`config.mk`:
```
export PLATFORM = sky130hd
export DESIGN_NAME = usb_reg_responder
export DESIGN_NICKNAME = d
export VERILOG_FILES = /design/src/rtl/usb_reg_pkg.sv /design/src/rtl/usb_reg_responder_sync.sv /design/src/rtl/usb_reg_responder.sv
export SDC_FILE = /design/constraint.sdc
export NUM_CORES = 1
export LEC_CHECK = 0
export CORE_ASPECT_RATIO = 1.4
export CORE_UTILIZATION = 49
export DETAILED_ROUTE_END_ITERATION = 16
export GPL_ROUTABILITY_DRIVEN = 0
export PLACE_DENSITY = 0.79
export SLEW_MARGIN = 10
export SYNTH_ARGS = -nofsm -noshare
export SYNTH_HDL_FRONTEND = slang
export SYNTH_SLANG_ARGS = --single-unit
```
`constraint.sdc`:
```
create_clock -name usb_clk -period 2.41 [get_ports usb_clk]
set_input_delay 0.241 -clock usb_clk [delete_from_list [all_inputs] [get_ports usb_clk]]
set_output_delay 0.241 -clock usb_clk [all_outputs]
set_load 0.1 [all_outputs]
```
`src/rtl/usb_reg_pkg.sv`:
```
// usb_reg_pkg: shared constants for the CW305 USB register-bus responder.
//   - FSM state encoding (IDLE, WR_ACTIVE, RD_REQ, RD_DRIVE)
//   - synchroniser depth for strobes and the matching address/data delay
//   - protocol-error counter width and a saturating increment helper
package usb_reg_pkg;

  localparam int unsigned SYNC_DEPTH  = 2;
  localparam int unsigned PROTO_CNT_W = 8;
  localparam int unsigned STATE_W     = 2;

  localparam logic [STATE_W-1:0] ST_IDLE      = 2'd0;
  localparam logic [STATE_W-1:0] ST_WR_ACTIVE = 2'd1;
  localparam logic [STATE_W-1:0] ST_RD_REQ    = 2'd2;
  localparam logic [STATE_W-1:0] ST_RD_DRIVE  = 2'd3;

  localparam logic [PROTO_CNT_W-1:0] PROTO_CNT_MAX = '1;

  // Increment that sticks at the all-ones value.
  function automatic logic [PROTO_CNT_W-1:0] sat_inc(input logic [PROTO_CNT_W-1:0] v);
    return (v == PROTO_CNT_MAX) ? v : v + PROTO_CNT_W'(1);
  endfunction

endpackage

```
`src/rtl/usb_reg_responder_sync.sv`:
```
// usb_strobe_sync: brings one active-low host strobe into the usb_clk domain.
//   usb_clk  : clock
//   rst      : synchronous active-high reset (all flops go to 1 = strobe inactive)
//   strobe_i : asynchronous strobe from the pad
//   level_o  : synchronised strobe level (last synchroniser stage)
//   prev_o   : level_o delayed one more cycle, used by the parent for edge detection
module usb_strobe_sync
  import usb_reg_pkg::*;
(
  input  logic usb_clk,
  input  logic rst,
  input  logic strobe_i,
  output logic level_o,
  output logic prev_o
);

  logic [SYNC_DEPTH-1:0] sync_q;
  logic                  prev_q;

  // Synchroniser chain plus one edge-detect flop.
  always_ff @(posedge usb_clk) begin
    if (rst) begin
      sync_q <= '1;
      prev_q <= 1'b1;
    end else begin
      sync_q <= {sync_q[SYNC_DEPTH-2:0], strobe_i};
      prev_q <= sync_q[SYNC_DEPTH-1];
    end
  end

  assign level_o = sync_q[SYNC_DEPTH-1];
  assign prev_o  = prev_q;

endmodule

```
`src/rtl/usb_reg_responder.sv`:
```
// usb_reg_responder: FPGA end of the CW305 parallel USB register bus.
// Converts asynchronous host strobe transactions into single-cycle register
// read/write requests and returns read data to the shared bus.
//   usb_clk, rst          : clock, synchronous active-high reset
//   usb_addr, usb_din     : host address / write data (asynchronous)
//   usb_rdn/wrn/cen       : active-low host strobes (asynchronous)
//   usb_dout, usb_isout   : read data and pad output enable
//   reg_address/bytecnt   : captured register select / byte select
//   reg_datao, reg_datai  : write data out, read data in (valid 1 cycle after reg_read)
//   reg_read, reg_write   : one-cycle request pulses
//   reg_addrvalid         : address outputs hold a live transaction address
//   proto_err_cnt         : saturating count of rdn+wrn both-low events
module usb_reg_responder
  import usb_reg_pkg::*;
#(
  parameter int unsigned pADDR_WIDTH   = 21,
  parameter int unsigned pBYTECNT_SIZE = 7
) (
  input  logic                                  usb_clk,
  input  logic                                  rst,
  input  logic [pADDR_WIDTH-1:0]                usb_addr,
  input  logic [7:0]                            usb_din,
  output logic [7:0]                            usb_dout,
  output logic                                  usb_isout,
  input  logic                                  usb_rdn,
  input  logic                                  usb_wrn,
  input  logic                                  usb_cen,
  output logic [pADDR_WIDTH-pBYTECNT_SIZE-1:0]  reg_address,
  output logic [pBYTECNT_SIZE-1:0]              reg_bytecnt,
  output logic [7:0]                            reg_datao,
  input  logic [7:0]                            reg_datai,
  output logic                                  reg_read,
  output logic                                  reg_write,
  output logic                                  reg_addrvalid,
  output logic [PROTO_CNT_W-1:0]                proto_err_cnt
);

  localparam int unsigned DATA_W  = 8;
  localparam int unsigned FLUSH_W = $clog2(SYNC_DEPTH + 1);

  // Synchronised strobes
  logic rdn_s, rdn_p, wrn_s, wrn_p, cen_s, cen_p;

  usb_strobe_sync u_sync_rdn (
    .usb_clk  (usb_clk),
    .rst      (rst),
    .strobe_i (usb_rdn),
    .level_o  (rdn_s),
    .prev_o   (rdn_p)
  );

  usb_strobe_sync u_sync_wrn (
    .usb_clk  (usb_clk),
    .rst      (rst),
    .strobe_i (usb_wrn),
    .level_o  (wrn_s),
    .prev_o   (wrn_p)
  );

  usb_strobe_sync u_sync_cen (
    .usb_clk  (usb_clk),
    .rst      (rst),
    .strobe_i (usb_cen),
    .level_o  (cen_s),
    .prev_o   (cen_p)
  );

  logic rdn_fall, rdn_rise, wrn_fall, wrn_rise, cen_rise;
  logic both_low, both_low_prev, illegal;

  assign rdn_fall      = rdn_p & ~rdn_s;
  assign rdn_rise      = ~rdn_p & rdn_s;
  assign wrn_fall      = wrn_p & ~wrn_s;
  assign wrn_rise      = ~wrn_p & wrn_s;
  assign cen_rise      = ~cen_p & cen_s;
  assign both_low      = ~rdn_s & ~wrn_s;
  assign both_low_prev = ~rdn_p & ~wrn_p;

  // Address/data delay line matching the strobe synchroniser depth
  logic [pADDR_WIDTH-1:0] addr_dly_q [SYNC_DEPTH];
  logic [DATA_W-1:0]      din_dly_q  [SYNC_DEPTH];
  logic [pADDR_WIDTH-1:0] addr_dly;
  logic [DATA_W-1:0]      din_dly;

  always_ff @(posedge usb_clk) begin
    if (rst) begin
      for (int unsigned i = 0; i < SYNC_DEPTH; i++) begin
        addr_dly_q[i] <= '0;
        din_dly_q[i]  <= '0;
      end
    end else begin
      addr_dly_q[0] <= usb_addr;
      din_dly_q[0]  <= usb_din;
      for (int unsigned i = 1; i < SYNC_DEPTH; i++) begin
        addr_dly_q[i] <= addr_dly_q[i-1];
        din_dly_q[i]  <= din_dly_q[i-1];
      end
    end
  end

  assign addr_dly = addr_dly_q[SYNC_DEPTH-1];
  assign din_dly  = din_dly_q[SYNC_DEPTH-1];

  // State and output registers
  logic [STATE_W-1:0]     state_q, state_d;
  logic [pADDR_WIDTH-1:0] addr_q, addr_d;
  logic [DATA_W-1:0]      datao_q, datao_d;
  logic [DATA_W-1:0]      dout_q, dout_d;
  logic                   isout_q, isout_d;
  logic                   read_q, read_d;
  logic                   write_q, write_d;
  logic                   addrvalid_q, addrvalid_d;
  logic                   first_q, first_d;
  logic [PROTO_CNT_W-1:0] err_cnt_q, err_cnt_d;
  logic [FLUSH_W-1:0]     flush_q, flush_d;
  logic                   arm_q, arm_d;
  logic                   flush_done;

  // The synchroniser resets to "inactive", so the first SYNC_DEPTH cycles after
  // reset do not reflect the pins; arming waits until they do and both
  // strobes are genuinely high.
  assign flush_done = (flush_q == FLUSH_W'(SYNC_DEPTH));
  assign illegal    = arm_q & both_low & ~both_low_prev;

  always_ff @(posedge usb_clk) begin
    if (rst) begin
      state_q     <= ST_IDLE;
      addr_q      <= '0;
      datao_q     <= '0;
      dout_q      <= '0;
      isout_q     <= 1'b0;
      read_q      <= 1'b0;
      write_q     <= 1'b0;
      addrvalid_q <= 1'b0;
      first_q     <= 1'b0;
      err_cnt_q   <= '0;
      flush_q     <= '0;
      arm_q       <= 1'b0;
    end else begin
      state_q     <= state_d;
      addr_q      <= addr_d;
      datao_q     <= datao_d;
      dout_q      <= dout_d;
      isout_q     <= isout_d;
      read_q      <= read_d;
      write_q     <= write_d;
      addrvalid_q <= addrvalid_d;
      first_q     <= first_d;
      err_cnt_q   <= err_cnt_d;
      flush_q     <= flush_d;
      arm_q       <= arm_d;
    end
  end

  // Next-state and output logic
  always_comb begin
    state_d     = state_q;
    addr_d      = addr_q;
    datao_d     = datao_q;
    dout_d      = dout_q;
    isout_d     = 1'b0;
    read_d      = 1'b0;
    write_d     = 1'b0;
    addrvalid_d = addrvalid_q;
    first_d     = 1'b0;
    err_cnt_d   = err_cnt_q;
    flush_d     = flush_done ? flush_q : flush_q + FLUSH_W'(1);
    arm_d       = arm_q | (flush_done & rdn_s & wrn_s);

    case (state_q)
      ST_IDLE: begin
        if (arm_q && !cen_s) begin
          if (wrn_fall) begin
            state_d = ST_WR_ACTIVE;
          end else if (rdn_fall) begin
            state_d     = ST_RD_REQ;
            read_d      = 1'b1;
            addr_d      = addr_dly;
            addrvalid_d = 1'b1;
          end
        end
      end

      ST_WR_ACTIVE: begin
        // Capture only while wrn is still low so data changing with the
        // rising edge is never taken.
        if (!wrn_s) begin
          addr_d      = addr_dly;
          datao_d     = din_dly;
          addrvalid_d = 1'b1;
        end
        if (wrn_rise) begin
          state_d     = ST_IDLE;
          write_d     = 1'b1;
          addrvalid_d = 1'b0;
        end
      end

      ST_RD_REQ: begin
        state_d = ST_RD_DRIVE;
        isout_d = 1'b1;
        first_d = 1'b1;
      end

      ST_RD_DRIVE: begin
        isout_d = 1'b1;
        // reg_datai is valid on the first RD_DRIVE cycle; hold it afterwards.
        if (first_q) begin
          dout_d = reg_datai;
        end
        if (rdn_rise || cen_rise) begin
          state_d     = ST_IDLE;
          isout_d     = 1'b0;
          addrvalid_d = 1'b0;
        end
      end

      default: begin
        state_d = ST_IDLE;
      end
    endcase

    // Both strobes low abandons whatever is in flight.
    if (illegal) begin
      state_d     = ST_IDLE;
      read_d      = 1'b0;
      write_d     = 1'b0;
      isout_d     = 1'b0;
      first_d     = 1'b0;
      addrvalid_d = 1'b0;
      err_cnt_d   = sat_inc(err_cnt_q);
    end
  end

  assign usb_dout      = dout_q;
  assign usb_isout     = isout_q;
  assign reg_address   = addr_q[pADDR_WIDTH-1:pBYTECNT_SIZE];
  assign reg_bytecnt   = addr_q[pBYTECNT_SIZE-1:0];
  assign reg_datao     = datao_q;
  assign reg_read      = read_q;
  assign reg_write     = write_q;
  assign reg_addrvalid = addrvalid_q;
  assign proto_err_cnt = err_cnt_q;

endmodule
```
==> flow_summary.html <==
<table>
<tr><th>Metric</th><th>Value</th></tr>
<tr><th colspan="2">Synth</th></tr>
<tr><td>Count of flip-flops with a built-in enable after synthesis</td><td>0</td></tr>
<tr><td>Most common flop cell mapped by yosys</td><td>sky130_fd_sc_hd__dfxtp_1</td></tr>
<tr><td>Synthesis-stage register bit count</td><td>122</td></tr>
<tr><td>Synthesized instance count</td><td>386</td></tr>
<tr><td>Total standard cell area after synthesis</td><td>3940 µm²</td></tr>
<tr><td>Mean instance size in the synthesized netlist</td><td>10.2 µm²</td></tr>
<tr><td>Total nets after synthesis</td><td>430</td></tr>
<tr><td>Share of synthesized flip-flops with an asynchronous set or reset</td><td>0</td></tr>
<tr><td>Warning count from the yosys run</td><td>0</td></tr>
<tr><td>Distinct cell type count after synthesis</td><td>38</td></tr>
<tr><td>Fraction of the yosys area taken by sequential cells</td><td>0.620</td></tr>
<tr><th colspan="2">Final layout</th></tr>
<tr><td>Multi-input combinational cell area</td><td>1390 µm²</td></tr>
<tr><td>Final nets</td><td>521</td></tr>
<tr><td>Commonest non-fill, non-tap cells in the layout</td><td>sky130_fd_sc_hd__dfxtp_1, sky130_fd_sc_hd__nor2b_1, sky130_fd_sc_hd__buf_4</td></tr>
<tr><td>Number of filler cells placed in the layout</td><td>585</td></tr>
<tr><td>Fraction of layout instances using a drive strength above 1</td><td>0.176</td></tr>
<tr><td>Commonest non-fill, non-tap cell in the layout</td><td>sky130_fd_sc_hd__dfxtp_1</td></tr>
<tr><td>Antenna diodes</td><td>0</td></tr>
<tr><td>Design Area, Final</td><td>5340 µm²</td></tr>
<tr><td>Area delta synth-&gt;final</td><td>35.6%</td></tr>
<tr><td>Area taken by flip-flops and latches</td><td>2440 µm²</td></tr>
<tr><th colspan="2">Die</th></tr>
<tr><td>Floorplan row count</td><td>38</td></tr>
<tr><td>Die X</td><td>77.8 µm</td></tr>
<tr><td>Die Area</td><td>8410 µm²</td></tr>
<tr><td>Vertical extent of the die</td><td>108 µm</td></tr>
<tr><td>Number of primary I/O pins</td><td>91</td></tr>
<tr><td>Placeable core region</td><td>7750 µm²</td></tr>
<tr><td>Initial Util</td><td>0.508</td></tr>
<tr><th colspan="2">Detailed routing</th></tr>
<tr><td>Final WL</td><td>7.30 mm</td></tr>
<tr><td>Drt via density</td><td>4.89</td></tr>
<tr><td>Count of vias placed by the detailed router</td><td>2875</td></tr>
<tr><td>Post-route DRC violation count</td><td>0</td></tr>
<tr><td>First-pass iteration count of the detailed router</td><td>5</td></tr>
<tr><td>Drt initial violations</td><td>208</td></tr>
<tr><td>Antenna violation net count after detailed routing</td><td>0</td></tr>
<tr><td>DR WL/cell</td><td>12.4 µm</td></tr>
<tr><th colspan="2">Power</th></tr>
<tr><td>Ratio of total power to cell area</td><td>871 nW/µm²</td></tr>
<tr><td>Clock network fraction of total power</td><td>0.498</td></tr>
<tr><td>Sequential share of power</td><td>0.456</td></tr>
<tr><td>Sw power</td><td>0.000932 W</td></tr>
<tr><td>Share of total power consumed by net switching</td><td>0.200</td></tr>
<tr><td>Internal power</td><td>0.00372 W</td></tr>
<tr><td>VDD IR-drop max</td><td>0.000581 V</td></tr>
<tr><td>Combinational cell fraction of total power</td><td>0.046</td></tr>
<tr><td>Pleak</td><td>2.28 nW</td></tr>
<tr><th colspan="2">Job</th></tr>
<tr><td>Number of max-cap violations</td><td>0</td></tr>
<tr><th colspan="2">STA</th></tr>
<tr><td>Setup ws final</td><td>0.465 ns</td></tr>
<tr><td>Final number of max-transition violations</td><td>0</td></tr>
<tr><td>Setup violation total in the final timing report</td><td>0</td></tr>
<tr><td>Maximum achievable frequency</td><td>514 MHz</td></tr>
<tr><td>Actual slew at the worst max-slew pin</td><td>0.836 ns</td></tr>
<tr><td>Time the final worst path needs with I/O delays and setup</td><td>1.95 ns</td></tr>
<tr><td>Setup repair after global routing missed its margin</td><td>false</td></tr>
<tr><td>Maximum clock skew at final layout</td><td>0.00452 ns</td></tr>
<tr><td>Number of failing hold endpoints at the final stage</td><td>0</td></tr>
<tr><td>Final TNS setup</td><td>0 ns</td></tr>
<tr><td>Portion of the clock cycle consumed by the worst path in the final layout</td><td>0.807</td></tr>
<tr><td>Slew HR</td><td>0.443</td></tr>
<tr><th colspan="2">CTS</th></tr>
<tr><td>Number of hold buffers added after CTS</td><td>0</td></tr>
<tr><td># H-tree levels</td><td>4</td></tr>
<tr><td>Clock input transition at the sequential cells of the worst setup and hold paths</td><td>0.05 ns</td></tr>
<tr><td>Clock buffer depth</td><td>2</td></tr>
<tr><td>Clock buffer count from CTS</td><td>17</td></tr>
<tr><td>Worst skew pair latency</td><td>0.51 ns</td></tr>
<tr><td>Setup bufs post-CTS</td><td>0</td></tr>
<tr><td>Total number of clock tree sinks</td><td>122</td></tr>
<tr><td>Clock root cell</td><td>sky130_fd_sc_hd__clkbuf_8</td></tr>
<tr><td>Post_cts resized</td><td>0</td></tr>
<tr><td>TritonCTS clock tree</td><td>built</td></tr>
<tr><th colspan="2">Placed design</th></tr>
<tr><td>Half-perimeter wire length after detailed placement</td><td>4.74 mm</td></tr>
<tr><td>Worst slack after detailed placement</td><td>0.523 ns</td></tr>
<tr><td>Port bufs</td><td>90</td></tr>
<tr><td>Placed inst area</td><td>4780 µm²</td></tr>
<tr><th colspan="2">GRT</th></tr>
<tr><td>Combined global-route utilization of all metal layers</td><td>0.188</td></tr>
<tr><td>Residual overflow from global routing</td><td>0</td></tr>
<tr><td>Largest net degree at the start of global routing</td><td>67</td></tr>
<tr><td>Number of antenna violations at the first check in global routing</td><td>0</td></tr>
<tr><td>Via count of the first global-routing pass</td><td>2752</td></tr>
<tr><td>Global-route wire length before repair</td><td>11.9 mm</td></tr>
<tr><th colspan="2">Setup path</th></tr>
<tr><td>Launching instance or port of the critical path</td><td>u_sync_wrn.sync_q[1]</td></tr>
<tr><td>Biggest fanout along the worst timing path</td><td>10</td></tr>
<tr><td>Req. time, crit path</td><td>2.84 ns</td></tr>
<tr><td>CP Data Arrival Time</td><td>2.38 ns</td></tr>
<tr><td>Critical path class</td><td>reg2reg</td></tr>
<tr><td>CP max-delay cell</td><td>sky130_fd_sc_hd__or4_1</td></tr>
<tr><td>Startpoint type of the worst setup path</td><td>flip-flop</td></tr>
<tr><td>Critical R2R Launch</td><td>u_sync_wrn.sync_q[1]</td></tr>
<tr><td>Series of cell instances along the critical path</td><td>or3b_4 &gt; or2_1 &gt; or4_1 &gt; a21oi_1</td></tr>
<tr><td>Max stage delay on crit path</td><td>0.54 ns</td></tr>
<tr><td>Element type at the critical path end</td><td>flip-flop</td></tr>
<tr><th colspan="2">Outcome</th></tr>
<tr><td>Result of the run</td><td>complete, no violations</td></tr>
<tr><th colspan="2">Worst hold path</th></tr>
<tr><td>Source of the worst hold timing path</td><td>rst</td></tr>
<tr><td>Kind of path behind the tightest hold check</td><td>in2reg</td></tr>
</table>
[worst paths after layout]
path                           to  cells past startpoint  slack [ns]
min             addr_dly_q[0][38]                      2        0.19
max reg2reg      proto_err_cnt[6]                      4        0.46
min reg2reg  u_sync_rdn.sync_q[1]                      1        0.41
max              proto_err_cnt[6]                      4        0.46
[critical path: cells and delay by family, from the launching register on]
| kind | cells | cell delay [ns] |
|---|---|---|
| compound gates | 1 | 0.15 |
| simple gates | 3 | 1.33 |
| flops | 1 | 0.39 |
[cell families (layout without fill, tap and decap cells)]
group,after synthesis,count (layout),synth area share
AOI/OAI and AO/OA,46,46,0.0705
buffers and inverters,28,130,0.0292
adders and majority gates,2,2,0.00635
DFF,122,122,0.620
xor gates and xnor gates,1,1,0.00222
and+or+nand+nor,170,170,0.228
muxes,17,17,0.0432
[synthesized netlist by cell type (all sizes together), types with 2 or more instances]
cell | n | share of area
dfxtp | 122 | 0.62
nor2b | 60 | 0.095
nand2 | 48 | 0.046
a21oi | 29 | 0.037
nor2 | 26 | 0.025
mux2i | 17 | 0.043
clkbuf | 16 | 0.015
or2 | 9 | 0.014
inv | 7 | 0.0067
buf | 5 | 0.0073
nand3 | 5 | 0.0064
and3 | 3 | 0.0048
nor3 | 3 | 0.0038
nor4b | 3 | 0.0067
o21ai | 3 | 0.0038
o31ai | 3 | 0.0057
o41ai | 3 | 0.0067
or3 | 3 | 0.0048
or3b | 3 | 0.0073
and4 | 2 | 0.0044
ha | 2 | 0.0064
or4 | 2 | 0.0038
[cell type report]
| class | count | share of cell area |
|---|---|---|
| clock buffers | 23 | 0.0930 |
| flip-flops and latches | 122 | 0.457 |
| inverters | 7 | 0.00492 |
| multi-input cells | 236 | 0.260 |
| repair buffers | 93 | 0.149 |
| well taps | 100 | 0.0234 |
| clock inverters | 7 | 0.0122 |
[registers in the layout, summed over array words and instances (netlist names), 2 cells and up]
register and count:
addr_dly_q 42, flush_q 2, proto_err_cnt 8, addr_q 21
reg_datao 8, u_sync_cen.sync_q 2, usb_dout 8, din_dly_q 16
state_q 2, u_sync_rdn.sync_q 2, u_sync_wrn.sync_q 2
[per-layer routing]
metal | track usage | part of all wire | wire, µm
met5 | 0 | 0 | 0
met4 | 0.101 | 0.013 | 98
met3 | 0.0759 | 0.052 | 382
met2 | 0.337 | 0.55 | 3980
met1 | 0.185 | 0.39 | 2830
[per-stage QoR]
stage	power [W]	std cells	hold slack (ns)	utilization
2_1_floorplan	0.00228	386	0.338	-
3_3_place_gp	0.00236	558	0.393	0.617
3_5_place_dp	0.00238	558	0.397	0.617
4_1_cts	0.00470	588	0.166	0.689
5_1_grt	0.00484	588	0.186	0.689
6_report	0.00465	588	0.187	0.689
[power by group through the flow]
| stage | clock (W) | sequential, W | combinational, W |
|---|---|---|---|
| finish | 0.00232 | 0.00212 | 0.000215 |
| floorplan | 0 | 0.00216 | 0.000123 |
| detailed placement | 0 | 0.00216 | 0.000216 |
| CTS | 0.00236 | 0.00212 | 0.000219 |
| global route | 0.00246 | 0.00213 | 0.000241 |
| global placement | 0 | 0.00216 | 0.000205 |
(Power assumes the default switching activity.)
